`src/rtl/tapper_pkg.sv`:
```
// Shared definitions for the tapper game-logic slice.
// Contents:
//   state_t     : tile_sequencer FSM states
//   tile_t      : one falling-tile queue entry {lane, y}
//   screen and lane geometry defaults (160x120 screen, four lanes)
//   lane_x()    : left-edge x pixel of a lane, truncated to 8 bits
package tapper_pkg;

  typedef enum logic [2:0] {
    ST_IDLE      = 3'd0,
    ST_PLAY      = 3'd1,
    ST_UPDATE    = 3'd2,
    ST_DRAW      = 3'd3,
    ST_WAIT_DONE = 3'd4,
    ST_OVER      = 3'd5
  } state_t;

  localparam int SCR_W      = 160;
  localparam int SCR_H      = 120;
  localparam int NUM_LANES  = 4;
  localparam int QDEPTH     = 4;
  localparam int DEF_X0     = 40;
  localparam int DEF_LANE_W = 20;
  localparam int DEF_TILE_H = 10;

  typedef struct packed {
    logic [1:0] lane;
    logic [6:0] y;
  } tile_t;

  function automatic logic [7:0] lane_x(input logic [1:0] lane, input int x0, input int lane_w);
    return 8'(x0 + int'(lane) * lane_w);
  endfunction

endpackage

```
`src/rtl/tile_sequencer_lfsr8.sv`:
```
// lfsr8: 8-bit Fibonacci LFSR, taps 8,6,5,4 (bits 7,5,4,3), shifting left.
// Ports:
//   clk      system clock
//   clear_b  asynchronous active-low reset, loads seed
//   en       advance one step this cycle
//   seed     reset value (must be nonzero, normally a constant)
//   q        current state
module lfsr8 (
  input  logic       clk,
  input  logic       clear_b,
  input  logic       en,
  input  logic [7:0] seed,
  output logic [7:0] q
);

  always_ff @(posedge clk or negedge clear_b) begin
    if (!clear_b)
      q <= seed;
    else if (en)
      q <= {q[6:0], q[7] ^ q[5] ^ q[4] ^ q[3]};
  end

endmodule

```
`src/rtl/tile_sequencer.sv`:
```
// tile_sequencer: game-logic stage feeding drawGame.
// Owns a 4-entry circular queue of falling tiles, moves them on rate-divider
// ticks, spawns tiles in LFSR-chosen lanes, judges taps against the oldest
// tile and keeps the score.
// Ports:
//   clk, clear_b     clock, asynchronous active-low reset
//   start            level, begins a game from IDLE/OVER
//   tick             one-cycle movement pulse
//   key_n[3:0]       active-low player keys (synchronised)
//   done             drawGame frame-complete pulse
//   go               one-cycle redraw request
//   x1..x4, y1..y4   tile positions, slot 1 = oldest
//   valid[3:0]       slot occupancy, bit0 = slot 1
//   score[7:0]       hit count, saturating
//   gd               game over level
module tile_sequencer
  import tapper_pkg::*;
#(
  parameter int         X0        = DEF_X0,
  parameter int         LANE_W    = DEF_LANE_W,
  parameter int         TILE_H    = DEF_TILE_H,
  parameter int         STEP      = 1,
  parameter int         SPAWN_GAP = 30,
  parameter int         HIT_Y     = 100,
  parameter int         MISS_Y    = 110,
  parameter logic [7:0] LFSR_SEED = 8'hA5
) (
  input  logic       clk,
  input  logic       clear_b,
  input  logic       start,
  input  logic       tick,
  input  logic [3:0] key_n,
  input  logic       done,
  output logic       go,
  output logic [7:0] x1,
  output logic [7:0] x2,
  output logic [7:0] x3,
  output logic [7:0] x4,
  output logic [6:0] y1,
  output logic [6:0] y2,
  output logic [6:0] y3,
  output logic [6:0] y4,
  output logic [3:0] valid,
  output logic [7:0] score,
  output logic       gd
);

  localparam logic [6:0] STEP7   = 7'(STEP);
  localparam logic [7:0] TILE_H8 = 8'(TILE_H);
  localparam logic [7:0] HIT_Y8  = 8'(HIT_Y);
  localparam logic [6:0] MISS_Y7 = 7'(MISS_Y);
  localparam logic [6:0] GAP7    = 7'(SPAWN_GAP);

  state_t                         state;
  tile_t [QDEPTH-1:0]             q;
  logic  [1:0]                    head;
  logic  [2:0]                    cnt;
  logic  [NUM_LANES-1:0]          key_prev, key_pend, press;
  logic                           tick_pend;
  logic  [QDEPTH-1:0][7:0]        xs;
  logic  [QDEPTH-1:0][6:0]        ys;

  // ---------------------------------------------------------------------------
  // Lane generator: steps once per UPDATE so the lane sequence depends only on
  // how many updates have happened since reset.
  // ---------------------------------------------------------------------------
  logic [7:0] lfsr;
  logic       lfsr_en;
  logic       unused_lfsr;

  assign lfsr_en     = (state == ST_UPDATE);
  assign unused_lfsr = ^lfsr[7:2];

  lfsr8 u_lfsr (
    .clk     (clk),
    .clear_b (clear_b),
    .en      (lfsr_en),
    .seed    (LFSR_SEED),
    .q       (lfsr)
  );

  // Falling edge of each active-low key.
  assign press = key_prev & ~key_n;

  // ---------------------------------------------------------------------------
  // Tap judge: exactly one lane pressed, matching the head, low enough.
  // ---------------------------------------------------------------------------
  logic       one_hot, hit;
  logic [1:0] key_lane;
  tile_t      head_t;

  always_comb begin
    key_lane = 2'd0;
    for (int i = 0; i < NUM_LANES; i++)
      if (key_pend[i]) key_lane = 2'(i);
  end

  assign one_hot = (key_pend != '0) && ((key_pend & (key_pend - 4'd1)) == '0);
  assign head_t  = q[head];
  assign hit     = one_hot && (cnt != 3'd0) && (head_t.lane == key_lane) &&
                   (({1'b0, head_t.y} + TILE_H8) >= HIT_Y8);

  // ---------------------------------------------------------------------------
  // Next queue for an UPDATE cycle: key first, then the move and spawn applied
  // to whatever is left.
  // ---------------------------------------------------------------------------
  tile_t [QDEPTH-1:0] nq;
  logic  [1:0]        nhead, newest, idx;
  logic  [2:0]        ncnt;
  logic  [7:0]        nscore;
  logic               nover;

  always_comb begin
    nq     = q;
    nhead  = head;
    ncnt   = cnt;
    nscore = score;
    nover  = 1'b0;
    newest = 2'd0;
    idx    = 2'd0;
    if (key_pend != '0) begin
      if (hit) begin
        nhead = head + 2'd1;
        ncnt  = cnt - 3'd1;
        if (score != 8'hFF) nscore = score + 8'd1;
      end else begin
        nover = 1'b1;
      end
    end
    if (tick_pend && !nover) begin
      for (int k = 0; k < QDEPTH; k++) begin
        idx = nhead + 2'(k);
        if (3'(k) < ncnt) nq[idx].y = nq[idx].y + STEP7;
      end
      // With a full queue ncnt[1:0] wraps to 0 and newest lands on head-1.
      newest = nhead + ncnt[1:0] - 2'd1;
      if (ncnt != 3'd0 && nq[nhead].y > MISS_Y7) begin
        nover = 1'b1;
      end else if (ncnt == 3'd0 || (nq[newest].y >= GAP7 && ncnt < 3'd4)) begin
        nq[nhead + ncnt[1:0]] = '{lane: lfsr[1:0], y: 7'd0};
        ncnt = ncnt + 3'd1;
      end
    end
  end

  // ---------------------------------------------------------------------------
  // Frame view: either the post-UPDATE queue or a fresh one-tile game.
  // Re-ordered so slot 0 is the head; empty slots read as zero.
  // ---------------------------------------------------------------------------
  logic               do_start, load;
  tile_t [QDEPTH-1:0] lq;
  logic  [1:0]        lhead;
  logic  [2:0]        lcnt;
  logic  [QDEPTH-1:0][7:0] slot_x;
  logic  [QDEPTH-1:0][6:0] slot_y;
  logic  [QDEPTH-1:0]      slot_live;

  assign do_start = (state == ST_IDLE || state == ST_OVER) && start;
  assign load     = do_start || (state == ST_UPDATE && !nover);

  always_comb begin
    if (state == ST_UPDATE) begin
      lq    = nq;
      lhead = nhead;
      lcnt  = ncnt;
    end else begin
      lq    = '0;
      lq[0] = '{lane: lfsr[1:0], y: 7'd0};
      lhead = 2'd0;
      lcnt  = 3'd1;
    end
  end

  for (genvar s = 0; s < QDEPTH; s++) begin : g_slot
    tile_t t;
    assign t            = lq[lhead + 2'(s)];
    assign slot_live[s] = 3'(s) < lcnt;
    assign slot_x[s]    = slot_live[s] ? lane_x(t.lane, X0, LANE_W) : 8'd0;
    assign slot_y[s]    = slot_live[s] ? t.y : 7'd0;
  end

  // ---------------------------------------------------------------------------
  // FSM, pending flags and registered outputs.
  // ---------------------------------------------------------------------------
  always_ff @(posedge clk or negedge clear_b) begin
    if (!clear_b) begin
      state     <= ST_IDLE;
      q         <= '0;
      head      <= 2'd0;
      cnt       <= 3'd0;
      key_prev  <= 4'hF;
      key_pend  <= '0;
      tick_pend <= 1'b0;
      score     <= 8'd0;
      go        <= 1'b0;
      gd        <= 1'b0;
      valid     <= '0;
      xs        <= '0;
      ys        <= '0;
    end else begin
      key_prev <= key_n;
      go       <= 1'b0;

      // Only the first press is kept until UPDATE consumes it; extra ticks
      // collapse into the single pending flag.
      if (state == ST_PLAY || state == ST_WAIT_DONE) begin
        if (key_pend == '0 && press != '0) key_pend <= press;
        if (tick) tick_pend <= 1'b1;
      end

      if (load) begin
        xs    <= slot_x;
        ys    <= slot_y;
        valid <= slot_live;
      end

      case (state)
        ST_IDLE, ST_OVER: begin
          if (start) begin
            q         <= lq;
            head      <= 2'd0;
            cnt       <= 3'd1;
            score     <= 8'd0;
            gd        <= 1'b0;
            key_pend  <= '0;
            tick_pend <= 1'b0;
            go        <= 1'b1;
            state     <= ST_DRAW;
          end
        end
        ST_PLAY: begin
          if (key_pend != '0 || tick_pend) state <= ST_UPDATE;
        end
        ST_UPDATE: begin
          q         <= nq;
          head      <= nhead;
          cnt       <= ncnt;
          score     <= nscore;
          key_pend  <= '0;
          tick_pend <= 1'b0;
          // Game over keeps the last drawn frame on the outputs.
          if (nover) begin
            gd    <= 1'b1;
            state <= ST_OVER;
          end else begin
            go    <= 1'b1;
            state <= ST_DRAW;
          end
        end
        ST_DRAW:      state <= ST_WAIT_DONE;
        ST_WAIT_DONE: if (done) state <= ST_PLAY;
        default:      state <= ST_IDLE;
      endcase
    end
  end

  assign x1 = xs[0];
  assign x2 = xs[1];
  assign x3 = xs[2];
  assign x4 = xs[3];
  assign y1 = ys[0];
  assign y2 = ys[1];
  assign y3 = ys[2];
  assign y4 = ys[3];

endmodule

```
`config.mk`:
```
export PLATFORM = sky130hd
export DESIGN_NAME = tile_sequencer
export DESIGN_NICKNAME = d
export VERILOG_FILES = /design/src/rtl/tapper_pkg.sv /design/src/rtl/tile_sequencer_lfsr8.sv /design/src/rtl/tile_sequencer.sv
export SDC_FILE = /design/constraint.sdc
export NUM_CORES = 1
export LEC_CHECK = 0
export BUFFER_PORTS_ARGS = -buffer_cell sky130_fd_sc_hd__buf_2
export CORE_ASPECT_RATIO = 1.4
export CORE_MARGIN = 3
export CORE_UTILIZATION = 49
export DETAILED_ROUTE_END_ITERATION = 7
export PLACE_DENSITY = 0.64
export SLEW_MARGIN = 20
export SYNTH_ARGS = -nofsm -noshare
export SYNTH_HDL_FRONTEND = slang
export SYNTH_SLANG_ARGS = --single-unit
```
`constraint.sdc`:
```
create_clock -name clk -period 13.7 [get_ports clk]
set_clock_uncertainty 0.1 [all_clocks]
set_input_delay 2.74 -clock clk [delete_from_list [all_inputs] [get_ports clk]]
set_output_delay 2.74 -clock clk [all_outputs]
set_load 0.005 [all_outputs]
```
-- Word-level counts from Yosys, hierarchy flattened
Index checks and enable logic that the tools add are counted.
- logic and storage cells: 240
- output and inout port bits: 74
- input bits: 9
- latch bits: 0
- memories kept: 0
- register bits: 135
- memory bits (writable): 0
- bits in read-only memories: 0
- bitwise operators: 6
- $add $sub $neg: 22
- multiply operators: 4
- eq/ne operators: 14
- reduce and logical (&&, ||, !) cells: 36
- magnitude comparators: 28
- multiplexer cells: 103
- shift operators: 0
- div/mod/pow operators: 0
- operators with widths (cell ; number):
    two-way mux 36 bit ; 13
    binary-select mux 9 bit (select 2 bit) ; 11
    bitwise mux 36 bit ; 5
    two-way mux 7 bit ; 14
    demux 9 bit (select 2 bit) ; 5
    case mux 36 bit (2 select lines) ; 1
    two-way mux 8 bit ; 8
    two-way mux 9 bit ; 6
    < comparator 2 x 3 -> 1 bit, second input constant ; 11
    two-way mux 3 bit ; 11
    adder 6 x 7 -> 8 bit, first input constant ; 4
    adder 7 x 1 -> 7 bit, second input constant ; 4
    multiplier 2 x 3 -> 5 bit, second input constant ; 4
    case mux 8 bit (2 select lines) ; 1
    logical AND 1 bit ; 15
    case mux 3 bit (5 select lines) ; 1
    < comparator 1 x 3 -> 1 bit, first input constant ; 4
    < comparator 2 x 3 -> 1 bit, first input constant ; 4
    two-way mux 1 bit ; 12
    two-way mux 2 bit ; 6
    two-way mux 4 bit ; 3
    greater-or-equal comparator 2 x 1 -> 1 bit, second input constant ; 5
    inequality test 2 x 1 -> 1 bit, second input constant ; 5
    adder 2 bit, second input constant ; 4
    other kinds (36) ; 56

-- Longest topological paths before layout
- word-level depth: 48
- gate-level depth with buffers: 50
- mapped depth without buffers: 40

-- Worst setup path after synthesis
No wires, ideal clock.
- kind: register -> register
- from: reg head[0]
- to: reg xs, in the netlist x4[4]
- stages on the path, launching flop included: 50
- arrival: 11101 ps
- data required time: 13517 ps
- period minus slack after synthesis: 11284 ps
- setup slack: 2416 ps
- path buffers: 9
- setup time: 83 ps
- cell sequence: dfrtp_1 buf_6 mux4_2 ha_1 nor4b_1 o211ai_1 nor4b_2 nand3_1 and2_1 buf_4 inv_4 buf_6 clkbuf_1 buf_1 clkbuf_1 clkbuf_1 clkbuf_1 ha_1 (+14 left out) mux2_2 a32oi_1 ha_1 a21oi_1 nor3_1 a221o_1 o41ai_1 inv_1 nor3_1 nor4_1 a32o_1 nor2_2 a31oi_1 and3_1 mux4_2 nor2_1 ha_1 o21ai_0
- longest elaborated chain between the ends: 46
- elaborated cells between the ends (all ways): 109
- RTL lines (what ; line ; text):
    from (decl) ; tile_sequencer.sv:56 ; logic [1:0] head;
    from (signal assigned) ; tile_sequencer.sv:236 ; head <= nhead;
    parallel branches: the longest is 46 deep, another holds adder 7 x 4 -> 8 bit ; -- ;
    to (signal assigned) ; tile_sequencer.sv:212 ; xs <= slot_x;
    to (decl) ; tile_sequencer.sv:60 ; logic [QDEPTH-1:0][7:0] xs;
Several ways; the timed one is not identified. The select of a mux whose other input is x is not followed.
A chain may end at the register's enable or synchronous reset.

-- Final worst setup path
- from: reg head[1]
- to: reg xs, in the netlist x2[4]
The elaborated chain is that of the path after synthesis.

==> impl_metrics.tcl <==
set metrics [dict create \
    status "completed" \
    synth_cell_types 113 \
    synth-edff-count 0 \
    final_cells 1921 \
    insertion_delay_ns 0.42 \
    ioPinCount 83 \
    max_stage_delay_ns 0.72 \
    diodes 0 \
    grt_pass1_wl_um 79500 \
    max_freq_mhz 81.6 \
    cp_slowest_cell "dfrtp_1" \
    cp_common_cell "ha_1" \
    synth_xor_area_share_pct 2.68 \
    fill_cells 2420 \
    hold_class "reg -> reg" \
    ys_seq_elements 123 \
    dr.first_iter.drc_count 1625 \
    crit_type "reg -> reg" \
    die_area_sq_um 27100 \
    drive_gt1_share_pct 15.1 \
    netlist_area_sq_um 12300 \
    synth-simple-area-share_pct 23.3 \
    clock_sinks 123 \
    crit_fanout 22 \
    port_buffers 70 \
    first_pass_iters 7 \
    finalCritPeriodShare_pct 89.5 \
    synth_compound_area_share_pct 31.4 \
    dp.cells 1889 \
    multi_input_area_sq_um 8580 \
    p_per_area_nw_per_um2 253 \
    hpwlAfterDp_um 39100 \
    crit_arrival_ns 12.50 \
    cts.path.max_buffers 2 \
    postCtsSetupBuffers 0 \
    syn_avg_cell_area_sq_um 7.78 \
    worst_slew_pin_slew_ns 1.13 \
    fin_setup_tns_ns 0 \
    fin_util_pct 54.1 \
    gr-total-overflow 0 \
    rsz0062_at_grt "false" \
    relSlewSlack_pct 23.7 \
    stdcell_area_sq_um 13400 \
    finalHoldViolCount 0 \
    peakVddDrop_v 0.000190 \
    seqCellArea_sq_um 3090 \
    setup_violations 0 \
    syn_to_final_growth_pct 8.55 \
    initial_core_util_pct 49.8 \
    wl_per_cell_um 27.3 \
    antenna_found_initial 0 \
    cts_inserted_buffers 17 \
    synth-main-ff-cell "dfrtp_1" \
    cts.htree.levels 4 \
    antenna_left 0 \
    worst_setup_path_start_kind "flip-flop" \
    synth_top_family_by_area "compound AO/OA/AOI/OAI gates" \
    vias 13637 \
    endpoint_kind "flip-flop" \
    die_h_um 194 \
    synthCells 1585 \
    cts_tree "yes" \
    grt.total_usage_pct 37.6 \
    drt-total-wl_um 52500 \
    place_area_sq_um 12800 \
    grt_pass1_vias 13012 \
    synth-seq-area-share_pct 25.0 \
    async_reset_ff_share_pct 100 \
    path_clk_slew_ns 0.06 \
    coreArea_sq_um 24800 \
    synthMuxAreaShare_pct 9.44 \
    place.gp.congestion 1.01 \
    slew_violations 0 \
    drv_cap 0 \
    clockRootBuffer "clkbuf_16" \
    leakagePower_nw 5.62 \
    min_period_ns 12.26 \
    drc 0 \
    cts-resized-gates 0 \
    grt_max_degree 65 \
    die_x_um 140 \
    vias_per_cell 7.10 \
    synthAdderAreaFrac_pct 2.13 \
    fin_nets 1623 \
    postCtsHoldBufs 0 \
    num_rows 68 \
    worstPathRequired_ns 13.94 \
    yosys_warnings 0 \
]
[power breakdown]
group	internal [mW]	switching [mW]	total, mW	leakage [nW]
clock	0.298	0.170	0.468	0.294
combinational	0.710	1.65	2.36	3.68
sequential	0.433	0.129	0.562	1.65
total	1.44	1.95	3.39	5.62
[Yosys cell counts, types with 8 or more instances]
| library cell | count | area, sq um |
|---|---|---|
| nor3_1 | 27 | 135 |
| o21a_1 | 9 | 67.6 |
| buf_1 | 11 | 41.3 |
| o31ai_1 | 23 | 173 |
| and3_1 | 17 | 106 |
| and2_1 | 20 | 125 |
| nand2_1 | 255 | 957 |
| inv_1 | 36 | 135 |
| dfstp_2 | 8 | 210 |
| xnor2_1 | 22 | 193 |
| dfrtp_1 | 115 | 2880 |
| mux2_2 | 23 | 259 |
| o22ai_1 | 22 | 138 |
| o211ai_1 | 13 | 97.6 |
| o21ai_1 | 32 | 160 |
| a32o_1 | 20 | 200 |
| a211oi_1 | 40 | 300 |
| a221oi_1 | 12 | 105 |
| nor4_1 | 11 | 68.8 |
| o31a_1 | 8 | 70.1 |
| nand3_1 | 53 | 265 |
| nor2_1 | 142 | 533 |
| buf_4 | 19 | 143 |
| a21oi_1 | 86 | 430 |
| mux4_2 | 20 | 450 |
| mux2i_1 | 43 | 430 |
| buf_2 | 12 | 60.1 |
| a21boi_0 | 11 | 82.6 |
| o2111ai_1 | 10 | 87.6 |
| nand4b_1 | 9 | 78.8 |
| clkbuf_1 | 71 | 267 |
| a21o_1 | 19 | 143 |
| o21ai_0 | 101 | 505 |
| or3_1 | 11 | 68.8 |
| a31oi_1 | 18 | 113 |
| ha_1 | 21 | 263 |
| nand2b_1 | 9 | 56.3 |
| nand4_1 | 13 | 81.3 |
[final timing paths]
| path | startpoint | end | slack [ns] | cells past startpoint |
|---|---|---|---|---|
| min | y2[1]$_DFFE_PN0P_ | y2[1]$_DFFE_PN0P_ | 0.37 | 2 |
| max reg2reg | head[1]$_DFFE_PN0P_ | x2[4]$_DFFE_PN0P_ | 1.44 | 38 |
| max in group asynchronous | clear_b | score[6]$_DFFE_PN0P_ | 9.91 | 2 |
| max | head[1]$_DFFE_PN0P_ | x2[4]$_DFFE_PN0P_ | 1.44 | 38 |
| min in group asynchronous | clear_b | q[2]$_DFFE_PN0P_ | 2.28 | 1 |
| min reg2reg | y2[1]$_DFFE_PN0P_ | y2[1]$_DFFE_PN0P_ | 0.37 | 2 |
[layer usage]
| layer | part of all wire (%) | global-route usage [%] | up-vias |
|---|---|---|---|
| met5 | 0 | 0 | - |
| met4 | 8.6 | 25.7 | 0 |
| met3 | 8.0 | 6.66 | 264 |
| met2 | 47 | 61.9 | 886 |
| met1 | 37 | 44.3 | 6536 |
| li1 | - | - | 5951 |
[final cells by class]
cell class / instances / area share, %
clock buffer: 20 / 3.49
tap: 315 / 2.94
sequential: 123 / 23.1
clock inverter: 12 / 1.08
inverter: 42 / 1.20
multi-input combinational: 1312 / 64.1
timing repair buffer: 97 / 4.15
[cells by family after synthesis]
group / after synthesis
and+or+nand+nor: 615
AOI/OAI and AO/OA: 543
buffers and inverters: 161
DFF: 123
muxes: 88
xor gates and xnor gates: 33
adders and majority gates: 21
other: 1
[metrics by stage]
stage          hold WS [ns]  power [mW]  setup WS, ns
2_1_floorplan         0.340        2.12          2.42
3_3_place_gp          0.351        2.83          1.96
3_5_place_dp          0.362        2.82          1.75
4_1_cts               0.376        3.30          1.75
5_1_grt               0.402        3.56         0.651
6_report              0.371        3.39          1.44
[worst max-delay path: cells and delay by family (launching register included)]
| family | cells | cell delay, ns |
|---|---|---|
| DFF | 1 | 0.72 |
| buffers and inverters | 4 | 0.35 |
| and+or+nand+nor | 8 | 2.22 |
| adders and majority gates | 6 | 1.88 |
| muxes | 7 | 2.34 |
| xor gates and xnor gates | 1 | 0.33 |
| AOI/OAI and AO/OA | 12 | 4.18 |
[state kept, by name (all words and copies together), names as in the netlist]
register and count:
u_lfsr.q 8, x3 5, x2 5, cnt 3, state 3, valid 4
gd 1, go 1, y3 7, y4 7, head 2, y2 7
x1 5, x4 5, key_prev 4, y1 7, q 36, score 8
tick_pend 1, key_pend 4
[placed cells by master, fill, tap and decap left out, drive strengths merged, types with 25 or more instances in the layout]
| master | instances |
|---|---|
| nand3 | 54 |
| a21oi | 90 |
| mux2i | 44 |
| nand2 | 256 |
| xnor2 | 25 |
| dfrtp | 115 |
| buf | 97 |
| nor2 | 144 |
| o21ai | 135 |
| a211oi | 42 |
| nor3 | 29 |
| inv | 40 |
Note: power is estimated with default switching activity, not from simulation.
